**src/rtl/hazard_ctrl.sv**
```systemverilog
// hazard_ctrl: ID-stage interlock, flush and interrupt-boundary control for the 5-stage core.
// Covers load-use with configurable latency, ID branch operand hazards, mul/div busy and a saturating stall counter.
module hazard_ctrl #(
    parameter int RA_W     = 5,
    parameter int LOAD_LAT = 1,
    parameter int MD_LAT   = 8,
    parameter int CNT_W    = 16
) (
    input  logic             clk,
    input  logic             reset,
    input  logic [RA_W-1:0]  rs_id,
    input  logic [RA_W-1:0]  rt_id,
    input  logic             branch_id,
    input  logic [2:0]       pc_src_id,
    input  logic             md_start_id,
    input  logic             md_use_id,
    input  logic             mem_read_ex,
    input  logic [RA_W-1:0]  rt_ex,
    input  logic             reg_write_ex,
    input  logic [RA_W-1:0]  wa_ex,
    input  logic             mem_read_mem,
    input  logic [RA_W-1:0]  wa_mem,
    input  logic             irq_req,
    input  logic             irq_en,
    output logic             stall,
    output logic             bubble,
    output logic             flush,
    output logic             irq_take,
    output logic             md_busy,
    output logic [CNT_W-1:0] stall_count
);
    localparam int LW = LOAD_LAT > 1 ? $clog2(LOAD_LAT) : 1;
    localparam int MW = $clog2(MD_LAT + 1);

    logic [LW-1:0] ld_cnt;
    logic [MW-1:0] md_cnt;
    logic          irq_pend;
    logic          lu, bx, bm, md;

    // Outputs are forced low while reset is held, whatever the pipeline presents.
    always_comb begin
        lu       = mem_read_ex && rt_ex != '0 && (rt_ex == rs_id || rt_ex == rt_id);
        bx       = branch_id && reg_write_ex && wa_ex != '0 && (wa_ex == rs_id || wa_ex == rt_id);
        bm       = branch_id && mem_read_mem && wa_mem != '0 && (wa_mem == rs_id || wa_mem == rt_id);
        md       = md_use_id && md_cnt != '0;
        stall    = !reset && (lu || bx || bm || md || ld_cnt != '0);
        bubble   = stall;
        md_busy  = !reset && md_cnt != '0;
        irq_take = !reset && irq_pend && !stall && !md_busy;
        flush    = (!reset && pc_src_id != 3'd0 && !stall) || irq_take;
    end

    always_ff @(posedge clk) begin
        if (reset) begin
            ld_cnt      <= '0;
            md_cnt      <= '0;
            irq_pend    <= 1'b0;
            stall_count <= '0;
        end else begin
            ld_cnt   <= ld_cnt != '0 ? ld_cnt - LW'(1) : (lu ? LW'(LOAD_LAT - 1) : '0);
            md_cnt   <= (md_start_id && !stall) ? MW'(MD_LAT) : (md_cnt != '0 ? md_cnt - MW'(1) : '0);
            irq_pend <= irq_take ? 1'b0 : (irq_pend || (irq_req && irq_en));
            if (stall && stall_count != '1)
                stall_count <= stall_count + CNT_W'(1);
        end
    end
endmodule

```
**config.mk**
```make
export PLATFORM = sky130hd
export DESIGN_NAME = hazard_ctrl
export DESIGN_NICKNAME = d
export VERILOG_FILES = /design/src/rtl/hazard_ctrl.sv
export SDC_FILE = /design/constraint.sdc
export NUM_CORES = 1
export LEC_CHECK = 0
export BUFFER_PORTS_ARGS = -buffer_cell sky130_fd_sc_hd__buf_2
export CAP_MARGIN = 15
export CORE_MARGIN = 8
export CORE_UTILIZATION = 46
export CTS_BUF_LIST = sky130_fd_sc_hd__clkbuf_8
export CTS_CLUSTER_SIZE = 16
export DETAILED_ROUTE_END_ITERATION = 7
export PLACE_DENSITY = 0.86
export SLEW_MARGIN = 0
export SYNTH_ARGS = -nofsm -noshare
export SYNTH_HDL_FRONTEND = slang
export SYNTH_SLANG_ARGS = --single-unit
```
**constraint.sdc**
```tcl
create_clock -name clk -period 2.2 [get_ports clk]
set_clock_uncertainty 0.15 [all_clocks]
set_input_delay 0.11 -clock clk [delete_from_list [all_inputs] [get_ports clk]]
set_output_delay 0.11 -clock clk [all_outputs]
set_load 0.03 [all_outputs]
```
# --- Word level (Yosys, flattened, before mapping) ---
# Cells that the tools add are included.
word_totals:
  regBits: 22
  in_bits: 38
  word_cells: 58
classes:
  n_addsub: 3
  eq_ne: 7
  muxes: 2
  n_bitwise: 2
  n_reduce_logical: 39
ops:
  columns: ["cell", "n"]
  rows:
  - ["5-bit equality test", 6]
  - ["1-bit logical AND", 19]
  - ["16-bit by 1-bit adder with 16-bit output (second input constant)", 1]
  - ["16-bit inequality test (second input constant)", 1]
  - ["5-bit nonzero test", 3]
  - ["1-bit logical OR", 9]
  - ["4-bit two-way mux", 2]
  - ["4-bit nonzero test", 1]
  - ["2-bit OR reduction", 2]
  - ["4-bit by 1-bit subtractor with 4-bit output (second input constant)", 1]
  - ["1-bit zero test", 3]
  - ["3-bit nonzero test", 1]
  - ["3-bit OR reduction", 1]
  - ["1-bit inverter", 2]
  - ["1-bit subtractor (second input constant)", 1]

# --- Longest topological paths before layout ---
depth:
  ltp_word: 12
  ltp_mapped: 11
  mapped_depth_nobuf: 9

# --- Least setup slack after synthesis ---
# No wires, ideal clock.
synth_timing:
  path_kind: "register to register"
  start: "register stall_count[0]"
  end: "register stall_count[2]"
  setup_ns: 0.121
  arrival_time_ns: 2.006
  required_time_ns: 1.929
  path_slack_ns: -0.078
  stages_incl_launch_ff: 8
  path_buffers: 1
  synth_period_minus_slack_ns: 2.278
  path_cell_list: "dfxtp_1 > ha_1 > nand2_1 > or2_2 > nor3_1 > buf_2 > nor3b_2 > mux2_4"
synth_between:
  elab_chain_cells: 2
  word_cells_on_any_way: 3
  cone_classes: "add/sub: 1; eq/ne: 1; reduce/logical: 1"
synth_lines:
  columns: ["item", "line", "rtl"]
  rows:
  - ["start, declared", "30", "output logic [CNT_W-1:0] stall_count"]
  - ["start signal, assigned", "64", "stall_count <= stall_count + CNT_W'(1);"]
  - ["branches (longest 2 deep; another with 16-bit by 1-bit adder with 16-bit output)", null, null]
# Parallel ways; which one is timed is not known.
# A chain may end at the register's enable or synchronous reset.

# --- Final worst setup path ---
layout_timing:
  start: "register md_cnt[1]"
  end: "output flush"
layout_between:
  elab_chain_cells: 9
  word_cells_on_any_way: 12
  cone_classes: "reduce/logical: 12"
layout_lines:
  columns: ["item", "line", "rtl"]
  rows:
  - ["start, declared", "36", "logic [MW-1:0] md_cnt;"]
  - ["start signal, assigned", "61", "md_cnt <= (md_start_id && !stall) ? MW'(MD_LAT) : (md_cnt != '0 ? md_cnt - MW'(1) : '0);"]
  - ["4-bit nonzero test *", "45, 48", null]
  - ["1-bit logical AND", "45", "md = md_use_id && md_cnt != '0;"]
  - ["1-bit logical OR (2 in a row)", "46", "stall = !reset && (lu || bx || bm || md || ld_cnt != '0);"]
  - ["1-bit logical AND", "46", null]
  - ["1-bit zero test", "49, 50", null]
  - ["1-bit logical AND (2 in a row)", "49", "irq_take = !reset && irq_pend && !stall && !md_busy;"]
  - ["1-bit logical OR *", "50", "flush = (!reset && pc_src_id != 3'd0 && !stall) || irq_take;"]
  - ["end, declared", "27", "output logic flush,"]
# Every way passes the cells marked *; elsewhere a longest branch is shown, timed or not.

==> impl_metrics.env <==
export IMPL_status="finished clean"
export IMPL_maxCapViolCount=0
export IMPL_synth_nets=228
export IMPL_syn_mean_instance_area_sq_um=8.51
export IMPL_period_share_pct=97.4
export IMPL_die_h_microns=75.0
export IMPL_relSlewSlack_pct=66.4
export IMPL_route_vias_total=1562
export IMPL_rows=21
export IMPL_viasPerCell=5.26
export IMPL_cts_sinks=22
export IMPL_path_class="reg2out"
export IMPL_period_needed_ns=2.14
export IMPL_fill_cells=302
export IMPL_worstHoldPathType="in2reg"
export IMPL_synth_main_ff_cell="dfxtp_1"
export IMPL_ant_nets=0
export IMPL_required_ns=1.94
export IMPL_wl_per_cell_microns=14.4
export IMPL_clock_path_buffers=2
export IMPL_start_util_pct=47.9
export IMPL_drc=0
export IMPL_drive_above_1_share_pct=43.8
export IMPL_tritoncts="yes"
export IMPL_critPathMaxFanout=2
export IMPL_cts_root_buf="clkbuf_8"
export IMPL_area_growth_pct=33.0
export IMPL_placed_area_sq_um=1940
export IMPL_synth_cells=188
export IMPL_track_usage_pct=14.7
export IMPL_synth_seq_cells=22
export IMPL_cp_arrival_ns=1.88
export IMPL_grtUsageMet3_pct=3.60
export IMPL_layout_commonest_cell="buf_2"
export IMPL_grt_pass1_vias=1521
export IMPL_grtUsageMet1_pct=17.4
export IMPL_dieWidth_microns=75.0
export IMPL_fin_area_sq_um=2130
export IMPL_critPathLaunchType="flop"
export IMPL_grt_overflow_total=0
export IMPL_endpoint_kind="output port"
export IMPL_htreeDepth=1
export IMPL_finalWeightedCongestion=0.781
export IMPL_leakage_nw=0.890
export IMPL_synth_top_area_share_pct=27.5
export IMPL_drt_iter0_drc=144
export IMPL_dieArea_sq_um=5620
export IMPL_async_flop_share_pct=0
export IMPL_top_usage_layer="met2"
export IMPL_finalSetupViolCount=0
export IMPL_hpwl_mm=3.21
export IMPL_irDropWorstVdd_uv=261
export IMPL_worstMarginPinSlew_ns=0.504
export IMPL_layoutNonFillerInstCount=297
export IMPL_grt_pass1_wl_mm=6.60
export IMPL_path_clk_slew_ns=0.08
export IMPL_final_cell_mix="56 x buf_2, 31 x xor2_1, 16 x nor2_1"
export IMPL_synth_area_leaders="dfxtp_1 28%, xor2_1 17%, nor2_1 4.2%"
export IMPL_dpl_cell_count=288
export IMPL_antenna_found_initial=0
export IMPL_synth_cell_types=46
export IMPL_port_buffers=58
export IMPL_grt_max_degree=30
export IMPL_grtUsageMet2_pct=25.7
export IMPL_antenna_cells=0
export IMPL_p_per_area_nw_per_um2=638
export IMPL_hold_violations=0
export IMPL_numCtsBuffers=3
export IMPL_fmax_mhz=467
export IMPL_wirelength_mm=4.29
export IMPL_ioPinCount=59
export IMPL_yosysSeqAreaShare_pct=27.5
export IMPL_synth_area_sq_um=1600
export IMPL_rsz0062_at_grt="yes"
export IMPL_worstSkewPairLatency_ns=0.26
export IMPL_synth_area_leader_cell="dfxtp_1"
export IMPL_final_nets=293
export IMPL_fp_coreArea_sq_um=3340
export IMPL_yosys_warnings=0
export IMPL_synth_edf_count=0
export IMPL_dr_pass1_iters=4
export IMPL_maxSlewViolCount=0
state kept, by name, indices dropped and copies added, names as in the netlist:
| signal | count |
|---|---|
| ld_cnt | 1 |
| md_cnt | 4 |
| stall_count | 16 |
| irq_pend | 1 |
cell families (layout without fill, tap and decap cells):
group / Yosys count / after routing / synth area share (%)
and+or+nand+nor: 80 / 80 / 28.4
AOI/OAI and AO/OA: 32 / 32 / 14.8
xor gates and xnor gates: 31 / 31 / 17.0
DFF: 22 / 22 / 27.5
buffers and inverters: 13 / 76 / 5.09
muxes: 7 / 7 / 5.40
adders and majority gates: 2 / 2 / 1.56
other: 1 / 1 / 0.235
cell type report:
type	count	area [sq um]	share of cell area [%]
tap	46	57.6	2.71
clock buffer	3	41.3	1.94
timing repair buffer	68	410	19.3
inverter	5	18.8	0.882
multi-input combinational	153	1140	53.8
sequential	22	455	21.4
worst paths after layout:
path / startpoint / end / cells after the start / slack (ns)
worst min register to register: irq_pend / irq_pend / 1 / 0.35
worst max-delay path: md_cnt[1] / flush / 9 / 0.06
worst min-delay path: irq_en / irq_pend / 3 / 0.02
worst max register to register: md_cnt[1] / stall_count[12] / 10 / 0.08
power by group:
group	switching, W	internal (W)	total, W	leakage (nW)
clock	0.000130	0.000122	0.000253	0.0216
sequential	0.0000421	0.000444	0.000486	0.183
combinational	0.000324	0.000294	0.000619	0.686
total	0.000497	0.000860	0.00136	0.890
worst max-delay path: stages (launching register included):
cell     delay [ns]
dfxtp_2        0.33
inv_2          0.07
ha_4           0.13
nor3b_4        0.19
inv_1          0.06
a21oi_1        0.13
o21ai_1        0.10
or3_4          0.35
a21oi_2        0.12
buf_6          0.14
Yosys cell counts, types with 2 or more instances:
| master | count |
|---|---|
| a21oi_1 | 11 |
| a22oi_1 | 3 |
| and2_1 | 2 |
| buf_4 | 2 |
| clkbuf_1 | 3 |
| dfxtp_1 | 22 |
| ha_1 | 2 |
| inv_1 | 5 |
| mux2_2 | 5 |
| mux2_4 | 2 |
| nand2_1 | 8 |
| nand3_1 | 5 |
| nor2_1 | 18 |
| nor2_2 | 2 |
| nor2b_1 | 7 |
| nor3_1 | 11 |
| nor3_2 | 2 |
| nor4_1 | 3 |
| nor4b_1 | 3 |
| o21ai_0 | 3 |
| o21ai_1 | 2 |
| o31ai_1 | 2 |
| or3_1 | 5 |
| or4_1 | 8 |
| xor2_1 | 31 |
timing repair:
item	CTS	global route
hold endpoints to repair	1	0
gates cloned	0	1
hold buffers	1	0
resized for setup	8	14
setup buffers	0	4
pin swaps	1	1
setup endpoints to repair	7	13
per-stage QoR:
step	util [%]	setup slack, ns	total power [W]	hold slack (ns)	setup TNS [ns]
finish	63.7	0.0566	0.00136	0.0224	0
global route	63.7	-0.0757	0.00144	0.0347	-0.186
CTS	60.8	0.00423	0.00128	0.0237	0
global placement	58.1	0.0881	0.000962	0.222	0
floorplan	-	0.0254	0.000840	0.0960	0
detailed placement	58.1	-0.0164	0.000980	0.223	-0.0356
routing by layer:
layer,share of wire (%),wire length (microns)
met5,0,0
met4,0.72,31
met3,6.4,275
met2,49,2120
met1,43,1870
Power figures use the tool's default switching activity.
